## src/rtl/memory_stage.sv

```systemverilog
// MEM stage of the RV32I pipeline: data-memory handshake, store lane steering, load alignment/extension.
// Optional build macro MISALIGN_TRAP_EN: misaligned half/word accesses retire without a memory request.
module memory_stage #(
  parameter int unsigned TIMEOUT_CYCLES = 255,
  parameter int unsigned ADDR_W         = 32
) (
  input  logic              clk,
  input  logic              reset_n,
  input  logic              valid_in,
  input  logic [31:0]       alu_data_in,
  input  logic [31:0]       memory_data_in,
  input  logic              mem_read,
  input  logic              mem_write,
  input  logic [2:0]        funct3,
  input  logic [4:0]        rd_in,
  input  logic              reg_write_in,
  output logic              stall,
  output logic              dmem_req,
  output logic              dmem_we,
  output logic [ADDR_W-1:0] dmem_addr,
  output logic [31:0]       dmem_wdata,
  output logic [3:0]        dmem_be,
  input  logic              dmem_ack,
  input  logic [31:0]       dmem_rdata,
  output logic              wb_valid,
  output logic [31:0]       wb_data,
  output logic [4:0]        wb_rd,
  output logic              wb_reg_write,
  output logic [31:0]       mem_forward_data,
  output logic              bus_error
`ifdef MISALIGN_TRAP_EN
  ,
  output logic              misaligned
`endif
);

  typedef enum logic [0:0] {IDLE = 1'b0, WAIT = 1'b1} state_t;

  state_t      state_r, state_nxt_s;
  logic [2:0]  funct3_r;
  logic [1:0]  off_r;
  logic [4:0]  rd_r;
  logic        reg_write_r;
  logic        is_load_r;
  logic [15:0] cnt_r;
  logic        mem_op_s;
  logic        trap_s;
  logic        timeout_s;

  // funct3[1:0]: 00 byte, 01 half, otherwise word
  function automatic logic [3:0] store_be(input logic [2:0] f3, input logic [1:0] off);
    logic [3:0] be;
    case (f3[1:0])
      2'b00:   be = 4'b0001 << off;
      2'b01:   be = off[1] ? 4'b1100 : 4'b0011;
      default: be = 4'b1111;
    endcase
    return be;
  endfunction

  function automatic logic [31:0] store_wdata(input logic [2:0] f3, input logic [31:0] d);
    logic [31:0] w;
    case (f3[1:0])
      2'b00:   w = {4{d[7:0]}};
      2'b01:   w = {2{d[15:0]}};
      default: w = d;
    endcase
    return w;
  endfunction

  function automatic logic [31:0] load_align(input logic [2:0] f3, input logic [1:0] off,
                                             input logic [31:0] w);
    logic [7:0]  b;
    logic [15:0] h;
    logic [31:0] r;
    case (off)
      2'd0:    b = w[7:0];
      2'd1:    b = w[15:8];
      2'd2:    b = w[23:16];
      default: b = w[31:24];
    endcase
    h = off[1] ? w[31:16] : w[15:0];
    case (f3)
      3'b000:  r = {{24{b[7]}}, b};
      3'b100:  r = {24'h000000, b};
      3'b001:  r = {{16{h[15]}}, h};
      3'b101:  r = {16'h0000, h};
      default: r = w;
    endcase
    return r;
  endfunction

  assign mem_forward_data = wb_data;

  // next-state, combinational stall, misalignment detection
  always_comb begin
    mem_op_s    = mem_read | mem_write;
    trap_s      = 1'b0;
    timeout_s   = (cnt_r == 16'(TIMEOUT_CYCLES - 1));
    state_nxt_s = state_r;
    stall       = 1'b0;
`ifdef MISALIGN_TRAP_EN
    if (funct3[1]) begin
      trap_s = (alu_data_in[1:0] != 2'b00);
    end else if (funct3[0]) begin
      trap_s = alu_data_in[0];
    end else begin
      trap_s = 1'b0;
    end
`endif
    case (state_r)
      IDLE: begin
        if (valid_in && mem_op_s && !trap_s) begin
          state_nxt_s = WAIT;
          stall       = 1'b1;
        end else begin
          state_nxt_s = IDLE;
        end
      end
      WAIT: begin
        stall = 1'b1;
        if (dmem_ack || timeout_s) begin
          state_nxt_s = IDLE;
        end else begin
          state_nxt_s = WAIT;
        end
      end
      default: state_nxt_s = IDLE;
    endcase
  end

  // state, memory request and writeback registers
  always_ff @(posedge clk or negedge reset_n) begin
    if (!reset_n) begin
      state_r      <= IDLE;
      funct3_r     <= 3'd0;
      off_r        <= 2'd0;
      rd_r         <= 5'd0;
      reg_write_r  <= 1'b0;
      is_load_r    <= 1'b0;
      cnt_r        <= 16'd0;
      dmem_req     <= 1'b0;
      dmem_we      <= 1'b0;
      dmem_addr    <= '0;
      dmem_wdata   <= 32'd0;
      dmem_be      <= 4'd0;
      wb_valid     <= 1'b0;
      wb_data      <= 32'd0;
      wb_rd        <= 5'd0;
      wb_reg_write <= 1'b0;
      bus_error    <= 1'b0;
`ifdef MISALIGN_TRAP_EN
      misaligned   <= 1'b0;
`endif
    end else begin
      state_r      <= state_nxt_s;
      wb_valid     <= 1'b0;
      wb_reg_write <= 1'b0;
      bus_error    <= 1'b0;
`ifdef MISALIGN_TRAP_EN
      misaligned   <= 1'b0;
`endif
      case (state_r)
        IDLE: begin
          if (valid_in && mem_op_s && !trap_s) begin
            dmem_req    <= 1'b1;
            dmem_we     <= ~mem_read;
            dmem_addr   <= {alu_data_in[ADDR_W-1:2], 2'b00};
            dmem_wdata  <= store_wdata(funct3, memory_data_in);
            dmem_be     <= store_be(funct3, alu_data_in[1:0]);
            funct3_r    <= funct3;
            off_r       <= alu_data_in[1:0];
            rd_r        <= rd_in;
            reg_write_r <= reg_write_in;
            is_load_r   <= mem_read;
            cnt_r       <= 16'd0;
`ifdef MISALIGN_TRAP_EN
          end else if (valid_in && mem_op_s) begin
            wb_valid    <= 1'b1;
            wb_rd       <= rd_in;
            misaligned  <= 1'b1;
`endif
          end else if (valid_in) begin
            wb_valid     <= 1'b1;
            wb_data      <= alu_data_in;
            wb_rd        <= rd_in;
            wb_reg_write <= reg_write_in;
          end else begin
            cnt_r <= 16'd0;
          end
        end
        WAIT: begin
          // ack takes priority over a timeout landing in the same cycle
          if (dmem_ack) begin
            dmem_req     <= 1'b0;
            dmem_we      <= 1'b0;
            wb_valid     <= 1'b1;
            wb_rd        <= rd_r;
            wb_reg_write <= is_load_r & reg_write_r;
            if (is_load_r) begin
              wb_data <= load_align(funct3_r, off_r, dmem_rdata);
            end else begin
              wb_data <= wb_data;
            end
          end else if (timeout_s) begin
            dmem_req  <= 1'b0;
            dmem_we   <= 1'b0;
            bus_error <= 1'b1;
            wb_valid  <= 1'b1;
            wb_rd     <= rd_r;
          end else begin
            cnt_r <= cnt_r + 16'd1;
          end
        end
        default: dmem_req <= 1'b0;
      endcase
    end
  end

endmodule

```

## config.mk

```make
export PLATFORM = sky130hd
export DESIGN_NAME = memory_stage
export DESIGN_NICKNAME = d
export VERILOG_FILES = /design/src/rtl/memory_stage.sv
export SDC_FILE = /design/constraint.sdc
export NUM_CORES = 1
export LEC_CHECK = 0
export ABC_CLOCK_PERIOD_IN_PS = 2550
export CORE_UTILIZATION = 25
export DETAILED_ROUTE_END_ITERATION = 6
export GPL_TIMING_DRIVEN = 0
export PLACE_DENSITY_LB_ADDON = 0.15
export RECOVER_POWER = 100
export SYNTH_ARGS = -nofsm -noshare
export SYNTH_HDL_FRONTEND = slang
export SYNTH_SLANG_ARGS = --single-unit
```

## constraint.sdc

```tcl
create_clock -name clk -period 2.55 [get_ports clk]
set_clock_uncertainty 0.2 [all_clocks]
set_input_delay 0.51 -clock clk [delete_from_list [all_inputs] [get_ports clk]]
set_output_delay 0.51 -clock clk [all_outputs]
set_load 0.02 [all_outputs]
```

# Word-level counts from Yosys, hierarchy flattened
# Index checks and enable logic that the tools add are counted.
word_totals:
  ff_bits: 137
  inputBits: 111
  output_inout_bits: 143
  elab_cells: 91
classes:
  n_addsub: 1
  n_eq_ne: 16
  shift: 1
  n_mux: 42
  bitwise: 4
  reduce_logical: 10
op_table:
  columns: ["cell", "count"]
  rows:
  - ["32-bit 2-to-1 mux", 4]
  - ["32-bit case mux with 2 select lines", 2]
  - ["32-bit case mux with 4 select lines", 1]
  - ["16-bit 2-to-1 mux", 5]
  - ["16-bit case mux with 2 select lines", 1]
  - ["8-bit case mux with 3 select lines", 1]
  - ["5-bit 2-to-1 mux", 4]
  - ["16-bit by 1-bit adder with 16-bit output, second input constant", 1]
  - ["16-bit by 8-bit == test with 1-bit output, second input constant", 1]
  - ["1-bit 2-to-1 mux", 15]
  - ["2-bit inequality test, second input constant", 6]
  - ["1-bit case mux with 2 select lines", 6]
  - ["5-bit case mux with 2 select lines", 1]
  - ["4-bit case mux with 2 select lines", 1]
  - ["3-bit == test, second input constant", 2]
  - ["3-bit AND reduction", 2]
  - ["2-bit by 1-bit == test with 1-bit output, second input constant", 2]
  - ["2-bit zero test", 2]
  - ["4-bit 2-to-1 mux", 1]
  - ["2-bit AND reduction", 2]
  - ["4-bit AND reduction", 1]
  - ["1-bit by 2-bit << shifter with 4-bit output, first input constant", 1]
  - ["3-bit by 1-bit == test with 1-bit output, second input constant", 1]
  - ["3-bit zero test", 1]
  - ["9 further kinds", 10]

# Longest topological paths before layout
logic_depth:
  ltp_word: 6
  ltp_mapped: 8
  mapped_depth_nobuf: 6

# Least setup slack after synthesis
# Ideal clock, no wire load.
synth_path:
  path_type: "input-to-reg"
  start: "input dmem_ack"
  end: "register wb_rd[0]"
  setup_ns: 0.125
  arrival_ns: 1.695
  required_time_ns: 2.225
  setup_slack_ns: 0.531
  cell_stages: 6
  n_path_buf: 2
  path_cell_list: "buf_2 > and2_4 > or2_1 > buf_6 > a21oi_4 > mux2_2"
synth_between:
  elab_chain_cells: 2
  word_cells_on_any_way: 4
  classes_between: "1 x eq/ne; 2 x mux; 1 x reduce/logical"
synth_rtl:
  columns: ["element", "line", "text"]
  rows:
  - ["start, declared", "23", "input logic dmem_ack,"]
  - ["3-bit by 2-bit inequality test with 1-bit output (no source line) or 5-bit 2-to-1 mux (tied branches)", null, null]
  - ["3-bit AND reduction (no source line) or 5-bit case mux with 2 select lines (tied branches)", null, null]
  - ["end signal, assigned", "186", "wb_rd <= rd_in;"]
  - ["end signal, assigned", "198", "wb_rd <= rd_r;"]
  - ["end signal, assigned", "210", "wb_rd <= rd_r;"]
  - ["end, declared", "27", "output logic [4:0] wb_rd,"]
# Several ways; a longest one is shown, not always the timed one.
# A chain may end at the register's enable or synchronous reset.

# Worst setup path after layout
layout_path:
  start: "input mem_write"
  end: "output stall"
layout_between:
  elab_chain_cells: 4
layout_rtl:
  columns: ["element", "line", "text"]
  rows:
  - ["start, declared", "13", "input logic mem_write,"]
  - ["1-bit OR", "97", "mem_op_s = mem_read | mem_write;"]
  - ["1-bit logical AND", "113", "if (valid_in && mem_op_s && !trap_s) begin"]
  - ["1-bit 2-to-1 mux", "113", null]
  - ["1-bit case mux with 2 select lines", "111", "case (state_r)"]
  - ["end, declared", "17", "output logic stall,"]
# Every way passes these cells.

==> implementation parameters <==
Parameter                              Value

Logic synthesis
  Post-synthesis area per instance    9.014 µm²
  Synthesized flop and latch total    137
  Warnings from Yosys    0
  Cell area after synthesis    7049 µm²
  Dominant cells by area after synthesis    sky130_fd_sc_hd__dfrtp_1, sky130_fd_sc_hd__nand2_1, sky130_fd_sc_hd__mux2i_1
  EDFF count, synth    0
  Most common library cells after synthesis    sky130_fd_sc_hd__nand2_1, sky130_fd_sc_hd__dfrtp_1, sky130_fd_sc_hd__nor2_1
  Post-Synthesis Cells    782
  Area fraction of the dominant cell type after synthesis    48.63%
  Proportion of synthesized chip area in sequential cells    48.63%
  Library cell with the largest summed area after synthesis    sky130_fd_sc_hd__dfrtp_1
  Primary FF master, synth    sky130_fd_sc_hd__dfrtp_1
  Synth async-reset ratio    100.0%
  Number of distinct library cell variants in the gate-level netlist after synthesis    54
  Dominant cell by count in the synthesized netlist    sky130_fd_sc_hd__nand2_1

Finish
  Number of nets in the finished design    1,166
  Sequential cell area    3428 µm²
  Layout overhead on the synthesized area    50.64%
  Share of final-layout standard cells stronger than drive strength 1    12.01%
  Fill count    2,944
  Share of the core filled with cells in the final layout    38.22%
  Multi-input logic area    3074 µm²
  Number of standard cells in the layout, taps in and fillers out    1,446

Placement
  Detailed placer's ending HPWL    19,830 µm
  Placed cell count    1,411
  Number of buffers added on ports    249
  Global placer's final weighted congestion    0.8554

Clock tree
  Max Root-Sink Buffers    2
  CTS Buf Count    17
  Number of sinks driven by the clock tree    137
  Clock transition time at the flip-flop clock pins of the worst setup and hold paths    0.06 ns
  Buffers inserted by post-CTS timing repair    0
  CTS HTree Levels    4
  Clk root buf    sky130_fd_sc_hd__clkbuf_16
  TritonCTS clock tree    done
  Clock latency reported for the late side of the worst-skew pair    0.42 ns

Setup path
  Arrival time of data at the critical path endpoint    1.77 ns
  Internal reg-to-reg setup slack    0.13 ns
  Data required time at the worst endpoint    1.84 ns
  Max stage delay on crit path    0.46 ns
  Launching element type of the critical path    primary input
  Sequence of cells on the critical path    clkdlybuf4s50_1, or2_2, a21o_1, clkdlybuf4s15_2
  Capture instance of the worst register-to-register path    mem_forward_data[8]$_DFFE_PN0P_
  Path type of the worst setup path    primary input to primary output
  Top fanout value on the critical path    3
  CP delay by family, top    buffers and inverters
  FF-to-FF Start    off_r[1]$_DFFE_PN0P_
  Depth of the most critical reg-to-reg path    5
  Source of the critical timing path    mem_write
  Termination of the worst setup path    stall
  Critical-path cell with the highest stage delay    sky130_fd_sc_hd__clkdlybuf4s50_1
  Total stage count of the critical path    4
  Setup crit end kind    primary output
  Crit path buffers/inverters    2

Timing
  Transition time of the tightest slew-check pin    1.206 ns
  Final hold violation count    0
  Worst-case headroom to the max-slew limit    19.62%
  Final min period    2.479 ns
  Portion of the clock cycle consumed by the worst path in the final layout    97.22%
  Number of failing setup endpoints in the final timing report    0
  Top achievable clock speed    403.4 MHz
  Number of max-slew violations in the final report    0
  Setup repair after global routing missed its margin    no

Detailed routing
  Routed length per placed instance    18.33 µm
  Antenna Violating Nets Remaining    0
  Pre-Repair DR Iteration Count    5
  DRC marker count from the first detailed-route iteration    323
  Via-per-instance ratio    4.560
  Total via count after detailed routing    6,594
  Total DRC errors in the routed layout    0
  Aggregate routed wire length    26,510 µm

Hold path
  Worst Hold Class    primary input to register

GRT
  Antenna violations before repair    2
  Residual overflow from global routing    0
  Global-route wire length before repair    39,820 µm
  Via count of the first global-routing pass    6,534
  Maximum number of pins on one net before global-route repair    81
  GRT Overall Usage    18.50%

Power
  Net Sw Frac    37.45%
  Power per unit of standard cell area    920.1 nW/µm²
  Switching component of the power    0.003659 W
  Share of power burned in the clock network    26.1%
  Flop pwr share    32.2%
  Worst ir drop on vdd    361.7 µV
  Static leakage    4.732 nW
  Part of the total power dissipated in combinational logic    41.7%
  Internal power contribution    0.006111 W

Floorplan
  Effective utilization at floorplan    25.37%
  Number of top-level pins    254
  Die Span Y    169.9 µm
  Die area    28,870 µm²
  Die extent in x    169.9 µm
  CORE AREA    27,780 µm²
  Row cnt    61

Run
  Max_cap viols    0

Run status
  Outcome    finished clean
-- worst min-delay path by stage --
| stage | from | to | slack [ns] | cells past startpoint |
|---|---|---|---|---|
| after floorplan | reset_n | bus_error$_DFF_PN0_ | 0.01 | 0 |
| after global placement | rd_r[4]$_DFFE_PN0P_ | rd_r[4]$_DFFE_PN0P_ | 0.26 | 2 |
| after detailed placement | rd_r[0]$_DFFE_PN0P_ | rd_r[0]$_DFFE_PN0P_ | 0.26 | 2 |
| after CTS | dmem_ack | bus_error$_DFF_PN0_ | 0.22 | 2 |
| after global routing | dmem_ack | bus_error$_DFF_PN0_ | 0.24 | 2 |
| final | mem_read | dmem_we$_DFFE_PN0P_ | 0.22 | 2 |
-- registers in the layout, indices dropped and copies added, names as in the netlist, 3 cells and up --
register and cells:
rd_r 5, wb_rd 5, cnt_r 16, dmem_be 4, funct3_r 3, dmem_wdata 32, dmem_addr 30, mem_forward_data 32
-- what timing repair did --
item | in CTS | in global routing
hold endpoints to repair | 31 | 0
gates resized for setup | 4 | 1
endpoints found under the setup margin | 2 | 1
hold buffers | 1 | 0
-- through the flow --
step	TNS [ns]	hold WS, ns	worst slack, ns	power [W]	cell area (µm²)
floorplan	0	0.01441	0.5307	0.005402	7053
global placement	-764.29	0.2553	-5.430	0.007609	10020
detailed placement	-23.26	0.2600	-0.4867	0.007635	10050
CTS	0	0.2170	0.03830	0.01022	10660
global route	0	0.2371	0.008376	0.01033	10610
finish	0	0.2198	0.07093	0.009770	10620
-- worst reg2reg max path, delay by kind of cell, from the launching register on --
family | cells | cell delay, ns
muxes | 1 | 0.54
DFF | 1 | 0.40
and+or+nand+nor | 1 | 0.12
AOI/OAI and AO/OA | 2 | 0.69
buffers and inverters | 1 | 0.33
-- power by group through the flow --
stage	sequential (W)	clock [W]	combinational [W]
global placement	0.00322	0	0.00439
finish	0.00315	0.00255	0.00407
global route	0.00324	0.00270	0.00439
CTS	0.00320	0.00260	0.00442
floorplan	0.00374	0	0.00166
detailed placement	0.00322	0	0.00441
-- final cells by class --
cell class / count / area share (%)
diodes: 2 / 0.04713
plain buffers: 85 / 4.619
clock buffers: 20 / 4.301
clock inverters: 12 / 1.308
inverters: 10 / 0.3535
multi-input cells: 551 / 28.95
flip-flops and latches: 137 / 32.28
well taps: 378 / 4.454
repair buffers: 251 / 23.68
-- metal layers --
metal	vias to the layer above	share of wire [%]	wire, µm	global-route usage (%)
li1	3183	-	-	-
met5	-	0	0	0
met4	0	1.0	275	4.034
met3	18	8.6	2287	6.698
met2	237	45	11970	29.31
met1	3156	45	11980	24.00
-- layout by cell type, fill, tap and decap left out, drive strengths merged, types with 5 or more instances in the layout --
cell	count
nand3	21
nand2	214
or2	8
o221ai	9
o22ai	9
mux2	11
dfrtp	137
buf	55
nor2	55
dlygate4sd3	142
clkdlybuf4s50	105
inv	10
or3	7
nor3	26
o21ai	46
a21oi	27
a211oi	19
clkbuf	52
and3	5
clkinv	6
nand4	6
mux2i	44
-- logic make-up (layout without fill, tap and decap cells) --
family,count (synthesis),count (layout),synth area share (%)
compound gates,131,131,12.82
fa+ha+maj,2,2,0.3549
buf+inv,95,378,7.703
flops,137,137,48.63
mux,56,56,8.324
other cells,1,4,0.05320
simple gates,360,360,22.12
Note: power is estimated with default switching activity, not from simulation.
